**src/rtl/room_pkg.sv**
```systemverilog
// room_pkg: shared types, room count and the room adjacency table.
package room_pkg;
  localparam int NUM_ROOMS = 8;
  typedef enum logic [2:0] {N, S, W, E, WARP} dir_t;
  typedef enum logic [1:0] {PLAY, FADE_OUT, SWAP, FADE_IN} state_t;
  // Each entry is {valid, room[2:0]}, columns ordered N, S, W, E.
  localparam logic [3:0] NBR_TABLE [NUM_ROOMS][4] = '{
    '{4'hA, 4'h0, 4'h0, 4'h9},
    '{4'h0, 4'h0, 4'h8, 4'hB},
    '{4'h0, 4'h8, 4'h0, 4'h0},
    '{4'h0, 4'hC, 4'h9, 4'h0},
    '{4'hB, 4'h0, 4'h0, 4'hD},
    '{4'hE, 4'h0, 4'hC, 4'hF},
    '{4'h0, 4'hD, 4'h0, 4'h0},
    '{4'h0, 4'h0, 4'hD, 4'h0}
  };
endpackage

```
**src/rtl/room_controller_exit_detect.sv**
```systemverilog
// exit_detect: combinational door-edge check with N > S > W > E priority over valid neighbours.
module exit_detect
  import room_pkg::*;
#(
  parameter logic [9:0] EDGE_N = 10'd40,
  parameter logic [9:0] EDGE_S = 10'd424,
  parameter logic [9:0] EDGE_W = 10'd8,
  parameter logic [9:0] EDGE_E = 10'd600
) (
  input  logic [2:0] room,
  input  logic [9:0] player_x,
  input  logic [9:0] player_y,
  output logic       hit,
  output dir_t       dir,
  output logic [2:0] target
);
  logic n_ok, s_ok, w_ok, e_ok;
  always_comb begin
    n_ok = player_y < EDGE_N && NBR_TABLE[room][0][3];
    s_ok = player_y > EDGE_S && NBR_TABLE[room][1][3];
    w_ok = player_x < EDGE_W && NBR_TABLE[room][2][3];
    e_ok = player_x > EDGE_E && NBR_TABLE[room][3][3];
    hit = n_ok | s_ok | w_ok | e_ok;
    dir = n_ok ? N : s_ok ? S : w_ok ? W : E;
    target = n_ok ? NBR_TABLE[room][0][2:0] : s_ok ? NBR_TABLE[room][1][2:0] :
             w_ok ? NBR_TABLE[room][2][2:0] : NBR_TABLE[room][3][2:0];
  end
endmodule

```
**src/rtl/room_controller.sv**
```systemverilog
// room_controller: owns the room index, detects door exits / debug warps and runs the blank-swap-blank transition.
module room_controller
  import room_pkg::*;
#(
  parameter logic [2:0] START_ROOM   = 3'd0,
  parameter int         BLANK_FRAMES = 16,
  parameter logic [9:0] EDGE_N       = 10'd40,
  parameter logic [9:0] EDGE_S       = 10'd424,
  parameter logic [9:0] EDGE_W       = 10'd8,
  parameter logic [9:0] EDGE_E       = 10'd600,
  parameter logic [9:0] SPAWN_N_Y    = 10'd72,
  parameter logic [9:0] SPAWN_S_Y    = 10'd400,
  parameter logic [9:0] SPAWN_W_X    = 10'd32,
  parameter logic [9:0] SPAWN_E_X    = 10'd576,
  parameter logic [9:0] WARP_X       = 10'd304,
  parameter logic [9:0] WARP_Y       = 10'd224
) (
  input  logic       Clk,
  input  logic       Reset_n,
  input  logic       frame_tick,
  input  logic [9:0] player_x,
  input  logic [9:0] player_y,
  input  logic       warp_req,
  input  logic [2:0] warp_room,
  output logic       warp_ack,
  output logic [2:0] room,
  output logic       blank,
  output logic       busy,
  output logic       player_set,
  output logic [9:0] player_new_x,
  output logic [9:0] player_new_y
);
  localparam logic [7:0] LAST = 8'(BLANK_FRAMES - 1);
  if (SPAWN_N_Y < EDGE_N || SPAWN_N_Y > EDGE_S || SPAWN_S_Y < EDGE_N || SPAWN_S_Y > EDGE_S ||
      SPAWN_W_X < EDGE_W || SPAWN_W_X > EDGE_E || SPAWN_E_X < EDGE_W || SPAWN_E_X > EDGE_E ||
      BLANK_FRAMES < 1 || BLANK_FRAMES > 255) begin : g_bad_params
    $error("room_controller: spawn point inside an edge window or BLANK_FRAMES out of range");
  end
  state_t     state, next;
  dir_t       hit_dir, dir_q;
  logic       hit, exit_go, warp_go, last, warp_armed;
  logic [2:0] hit_target, target_q;
  logic [7:0] cnt;
  logic [9:0] px_q, py_q;
  exit_detect #(.EDGE_N(EDGE_N), .EDGE_S(EDGE_S), .EDGE_W(EDGE_W), .EDGE_E(EDGE_E)) u_exit (
    .room(room), .player_x(player_x), .player_y(player_y),
    .hit(hit), .dir(hit_dir), .target(hit_target)
  );
  // A held warp_req is only honoured again once it has been released.
  always_comb begin
    exit_go = state == PLAY && frame_tick && hit;
    warp_go = state == PLAY && warp_req && warp_armed && !exit_go;
    last = frame_tick && cnt == LAST;
    next = (exit_go || warp_go) ? FADE_OUT :
           (state == FADE_OUT && last) ? SWAP :
           state == SWAP ? FADE_IN :
           (state == FADE_IN && last) ? PLAY : state;
  end
  always_ff @(posedge Clk or negedge Reset_n) begin
    if (!Reset_n) begin
      state <= PLAY;
      room <= START_ROOM;
      blank <= 1'b0;
      busy <= 1'b0;
      player_set <= 1'b0;
      warp_ack <= 1'b0;
      player_new_x <= '0;
      player_new_y <= '0;
      cnt <= '0;
      dir_q <= N;
      target_q <= '0;
      px_q <= '0;
      py_q <= '0;
      warp_armed <= 1'b1;
    end else begin
      state <= next;
      blank <= next != PLAY;
      busy <= next != PLAY;
      player_set <= next == SWAP;
      warp_ack <= warp_go;
      warp_armed <= warp_go ? 1'b0 : !warp_req ? 1'b1 : warp_armed;
      cnt <= state != next ? 8'd0 :
             ((state == FADE_OUT || state == FADE_IN) && frame_tick) ? cnt + 8'd1 : cnt;
      if (exit_go) begin
        dir_q <= hit_dir;
        target_q <= hit_target;
        px_q <= player_x;
        py_q <= player_y;
      end else if (warp_go) begin
        dir_q <= WARP;
        target_q <= warp_room;
      end
      if (next == SWAP) begin
        room <= target_q;
        player_new_x <= (dir_q == N || dir_q == S) ? px_q : dir_q == W ? SPAWN_E_X :
                        dir_q == E ? SPAWN_W_X : WARP_X;
        player_new_y <= dir_q == N ? SPAWN_S_Y : dir_q == S ? SPAWN_N_Y :
                        dir_q == WARP ? WARP_Y : py_q;
      end
    end
  end
endmodule

```
**config.mk**
```make
export PLATFORM = sky130hd
export DESIGN_NAME = room_controller
export DESIGN_NICKNAME = d
export VERILOG_FILES = /design/src/rtl/room_pkg.sv /design/src/rtl/room_controller_exit_detect.sv /design/src/rtl/room_controller.sv
export SDC_FILE = /design/constraint.sdc
export NUM_CORES = 1
export LEC_CHECK = 0
export BUFFER_PORTS_ARGS = -buffer_cell sky130_fd_sc_hd__buf_2
export CORE_MARGIN = 2
export CORE_UTILIZATION = 45
export DETAILED_ROUTE_END_ITERATION = 10
export GPL_ROUTABILITY_DRIVEN = 0
export GPL_TIMING_DRIVEN = 0
export PLACE_DENSITY = 0.67
export REMOVE_ABC_BUFFERS = 1
export SYNTH_ARGS = -nofsm -noshare
export SYNTH_HDL_FRONTEND = slang
export SYNTH_SLANG_ARGS = --single-unit
```
**constraint.sdc**
```tcl
create_clock -name Clk -period 5.36 [get_ports Clk]
set_clock_uncertainty 0.15 [all_clocks]
set_input_delay 1.072 -clock Clk [delete_from_list [all_inputs] [get_ports Clk]]
set_output_delay 1.072 -clock Clk [all_outputs]
set_load 0.01 [all_outputs]
```
# Yosys cells after proc, flatten, opt, wreduce, memory -nomap -nowiden
# Memories as Yosys holds them, arrays and structs flattened.
# Cells that the tools add are included.
# classes
add_sub_neg	1
n_lt_le_gt_ge	5
eq_ne	11
n_mux	26
n_bitwise	4
reduce_logical	22
# op_table
op	count
10-bit 2-to-1 mux	5
16-bit 2-to-1 mux	2
3-bit 2-to-1 mux	9
8-bit 2-to-1 mux	2
1-bit logical AND	13
10-bit greater-than comparator (second input constant)	1
10-bit by 9-bit greater-than comparator with 1-bit output (second input constant)	1
10-bit by 4-bit less-than comparator with 1-bit output (second input constant)	1
10-bit by 6-bit less-than comparator with 1-bit output (second input constant)	1
9-bit 2-to-1 mux	1
8-bit by 1-bit adder with 8-bit output (second input constant)	1
8-bit by 4-bit == test with 1-bit output (second input constant)	1
2-bit 2-to-1 mux	4
2-bit == test (second input constant)	3
3-bit by 2-bit == test with 1-bit output (second input constant)	2
2-bit nonzero test	3
4-bit greater-or-equal comparator (second input constant)	1
3-bit inverter with 4-bit output	1
3-bit by 1-bit == test with 1-bit output (second input constant)	1
3-bit == test (second input constant)	1
3-bit logical NOT	1
1-bit logical OR	3
1-bit 2-to-1 mux	3
1-bit bitwise OR	3
other kinds (5)	5
# word_totals
reg_bits	63
mem_bits_ro	128
inputBits	27
out_inout_bits	27
elab_cells	83
mem_count	1
# mem_list
name	depth	word_bits	read_ports	rd_ports_with_merged_regs	wr	line_no	source
(no name shown)	8	16	1	0	0	room_controller_exit_detect.sv:21	w_ok = player_x < EDGE_W && NBR_TABLE[room][2][3];

# Logic depth before layout (Yosys ltp)
# logic_depth
depth_word	15
ltp_mapped	8

# Cells and area by module
# A second synthesis with hierarchy kept.
# unflattened
cells_unflattened	272
hier_area_um2	3085.5
# by_module_without_submodules
module	n_inst	cells_per_inst	area_per_inst_um2
room_controller	1	235	2812.7
exit_detect	1	37	272.8

# Worst setup path after synthesis
# Ideal clock, no wire load.
# synth_path
path_type	in2reg
startpoint	in player_y[0]
endpoint	reg px_q[0]
setup_time_ns	0.125
arrival_time_ns	2.733
t_required_ns	5.085
slack_ns	2.352
cell_stages	7
cell_sequence	or4b_1 > nor3_1 > o21a_1 > a21o_1 > buf_6 > buf_6 > mux2_4
# synth_via
elab_chain_cells	6
word_cells_on_any_way	8
classes_between	order compare (2); bitwise (3); reduce/logical (3)
# synth_lines
item	line_no	source
from (decl)	room_controller.sv:22	input logic [9:0] player_y,
10-bit by 6-bit less-than comparator with 1-bit output / 10-bit by 9-bit greater-than comparator with 1-bit output (equally long branches)	room_controller_exit_detect.sv:19, room_controller_exit_detect.sv:20	
1-bit logical AND, on equally long branches	room_controller_exit_detect.sv:19, room_controller_exit_detect.sv:20	
1-bit bitwise OR * (3 in a row)	room_controller_exit_detect.sv:23	hit = n_ok | s_ok | w_ok | e_ok;
1-bit logical AND *	room_controller.sv:51	exit_go = state == PLAY && frame_tick && hit;
to (signal assigned)	room_controller.sv:87	px_q <= player_x;
to (decl)	room_controller.sv:44	logic [9:0] px_q, py_q;
# Every way passes the cells marked *; elsewhere a longest branch is shown, timed or not.
# A chain may end at the register's enable or synchronous reset.

# Worst setup path after layout
# layout_path
startpoint	in player_y[0]
endpoint	reg target_q[2]
# layout_via
elab_chain_cells	9
word_cells_on_any_way	14
classes_between	order compare (2); mux (3); bitwise (3); reduce/logical (6)
# layout_lines
item	line_no	source
10-bit by 6-bit less-than comparator with 1-bit output / 10-bit by 9-bit greater-than comparator with 1-bit output (equally long branches)	room_controller_exit_detect.sv:19, room_controller_exit_detect.sv:20	
1-bit logical AND, on equally long branches	room_controller_exit_detect.sv:19, room_controller_exit_detect.sv:20	
1-bit bitwise OR (3 in a row)	room_controller_exit_detect.sv:23	
1-bit logical AND	room_controller.sv:51	
1-bit logical NOT	room_controller.sv:52	warp_go = state == PLAY && warp_req && warp_armed && !exit_go;
1-bit logical AND	room_controller.sv:52	
2-bit nonzero test (no line)	-	
to (signal assigned)	room_controller.sv:86	target_q <= hit_target;
to (signal assigned)	room_controller.sv:91	target_q <= warp_room;
to (decl)	room_controller.sv:42	logic [2:0] hit_target, target_q;
# Parallel ways exist; a longest one is shown, timed or not.

==> flow_metrics.py <==
metrics = {
    "sta": {
        "drv_slew": 0,
        "setup_violations": 0,
        "tns_ps": 0,
        "clock.fmax_mhz": 281,
        "rsz0062_at_grt": "no",
        "maxSlewHeadroom_pct": 14.5,
        "tightest_slew_ps": 1280,
        "period_share_pct": 66.4,
        "hold_viol": 0,
        "post-route-min-period_ps": 3560,
    },
    "worst_hold_path": {
        "min_to": "player_new_x[3]",
        "worstHoldPathType": "register to register",
        "holdCritStartpoint": "player_new_x[3]",
        "holdPathStages": 2,
    },
    "run_status": {
        "status": "complete, no violations",
    },
    "floorplan": {
        "initial_core_util_pct": 46.5,
        "die_w_um": 84.8,
        "num_rows": 29,
        "die-area_um2": 7190,
        "pin_count": 54,
        "core_area_um2": 6310,
        "die_h_um": 84.8,
    },
    "drt": {
        "wl_per_cell_um": 14.7,
        "ant_nets": 0,
        "wl_um": 6030,
        "first_pass_iters": 4,
        "drtIter0Drc": 77,
        "vias": 2147,
        "drc": 0,
        "post_drt_via_cell_ratio": 5.24,
    },
    "yosys": {
        "synthArstFlopShare_pct": 100,
        "synth.top_cell.area_share_pct": 52.8,
        "synth_cell_types": 50,
        "yosys_most_used_dff": "dfrtp_1",
        "ys_seq_elements": 63,
        "synth.yosys.seq_area_share_pct": 53.7,
        "yosysTopAreaCell": "dfrtp_1",
        "yosysWarnings": 0,
        "syn_area_per_cell_um2": 10.6,
        "synth_edf_count": 0,
        "synth_cells": 276,
        "syn_area_um2": 2940,
        "synth_area_leaders": "dfrtp_1 53%, mux2_4 7.7%, nand2_1 6.4%",
    },
    "power": {
        "power_density_nw_per_um2": 538,
        "p_leak_nw": 1.77,
        "peakVddDrop_mv": 0.215,
    },
    "clock_tree": {
        "cts_setup_buffers": 0,
        "clockBufferDepth": 2,
        "cts_tree": "yes",
        "htreeDepth": 3,
        "cts_resized": 0,
        "clk_latency_ps": 340,
        "clock-root-buffer": "clkbuf_8",
        "numClockSinks": 63,
        "hold_buffers": 0,
        "cts-buffers-inserted": 9,
        "clk_pin_slew_ps": 60,
    },
    "worst_setup_path": {
        "critPathRequiredTime_ps": 5430,
        "worst-endpoint-arrival_ps": 3630,
        "regToRegEndpoint": "target_q[2]",
        "critPathBufInv": 1,
        "crit_chain": "buf_2, or4b_1, nor3_1, o21a_1, a21o_1, mux2_1",
        "end_kind": "register",
        "r2r_cells": 5,
        "crit_path_start_kind": "primary input",
        "path_class": "primary input to register",
        "critPathMaxStageDelay_ps": 1000,
        "crit_family": "compound AO/OA/AOI/OAI gates",
        "ff2ff_setup_slack_ps": 2620,
        "timing.rr.start": "room[0]",
        "slowest_stage": "a21o_1",
        "crit_fanout": 26,
    },
    "finish": {
        "synthToLayoutAreaGrowth_pct": 17.6,
        "n_antenna_cell": 0,
        "drive_gt1_share_pct": 27.0,
        "final_area_um2": 3450,
        "nNetsFinal": 356,
        "layout_common_cells": "62 x dfrtp_1, 52 x buf_2, 50 x nand2_1, 17 x nor2_1, 16 x a21oi_1",
        "final_common_cell": "dfrtp_1",
    },
    "global_routing": {
        "grt_overflow": 0,
        "grt_use_total_pct": 17.9,
        "grt_pass1_vias": 2128,
        "grt_max_degree": 64,
        "antenna_found_initial": 0,
        "grt_pass1_wl_um": 10100,
    },
    "flow_run": {
        "cap_violations": 0,
    },
    "placement": {
        "place_area_um2": 3230,
        "io_buffers": 53,
        "hpwl_um": 4210,
    },
}
-- sequential cells by signal (all words and copies together) (netlist names) --
| register | count |
|---|---|
| target_q | 3 |
| px_q | 10 |
| player_new_x | 10 |
| player_new_y | 10 |
| dir_q | 3 |
| player_set | 1 |
| room | 3 |
| busy | 1 |
| cnt | 8 |
| state | 2 |
| warp_ack | 1 |
| py_q | 10 |
| warp_armed | 1 |
-- power by group --
group	total [W]	internal, W	switching [W]
clock	0.000463	0.000287	0.000176
combinational	0.000575	0.000282	0.000293
sequential	0.000821	0.000676	0.000145
total	0.00186	0.00124	0.000614
-- logic make-up after synthesis --
kind of cell / after synthesis / share of synthesized area, %
simple gates: 112 / 17.9
flops: 63 / 53.7
compound gates: 48 / 10.5
mux: 27 / 12.0
buf+inv: 17 / 3.07
xor+xnor: 8 / 2.39
fa+ha+maj: 1 / 0.426
-- metal layers --
layer,GRT usage (%),vias to the layer above,part of all wire [%]
li1,-,1067,-
met1,23.7,1021,48
met2,27.8,46,46
met3,3.83,13,4.4
met4,9.24,0,2.2
met5,0,-,0
-- cell usage after synthesis (2+ instances only) --
cell	instances
a21o_1	2
a21oi_1	16
and2_1	2
and3_1	4
buf_6	3
clkbuf_1	7
dfrtp_1	62
inv_1	4
mux2_1	6
mux2_4	15
mux2i_1	6
nand2_1	50
nand3_1	14
nor2_1	17
nor2b_1	2
nor3_1	10
nor4_1	2
o21ai_0	3
o21ai_1	10
o31ai_1	3
o32ai_1	2
or2_1	2
xnor2_1	4
xor2_1	4
-- final cells by class --
class / instances / area, um^2
clock buffer: 13 / 159
sequential: 63 / 1580
clock inverter: 3 / 65.1
tap: 77 / 96.3
fill: 573 / 2860
inverter: 5 / 18.8
multi-input combinational: 196 / 1270
timing repair buffer: 53 / 268
-- worst max-delay path by stage --
stage,start,to,slack (ps),cells after the start
6_report,player_y[0],target_q[2],1800,6
5_1_grt,player_y[0],py_q[9],1630,6
4_1_cts,player_y[0],target_q[2],1740,6
3_5_place_dp,player_y[0],py_q[2],1380,6
3_3_place_gp,player_y[0],py_q[2],1420,6
2_1_floorplan,player_y[0],px_q[9],1890,5
-- worst register-to-register path: stages (launching register included) --
cell and delay [ps]:
dfrtp_1 440, inv_1 120, o2111ai_1 240, o21a_1 260
a21o_1 1000, mux2_1 410
-- metrics by stage --
| step | setup WS, ps | cells | total power [W] | hold slack, ps | utilization, % |
|---|---|---|---|---|---|
| global route | 1630 | 410 | 0.00199 | 337 | 54.7 |
| floorplan | 1890 | 264 | 0.00121 | 289 | - |
| detailed placement | 1380 | 394 | 0.00141 | 301 | 51.1 |
| global placement | 1420 | 394 | 0.00139 | 294 | 51.1 |
| CTS | 1740 | 410 | 0.00188 | 316 | 54.7 |
| finish | 1800 | 410 | 0.00186 | 313 | 54.7 |
Note: power is estimated with default switching activity, not from simulation.
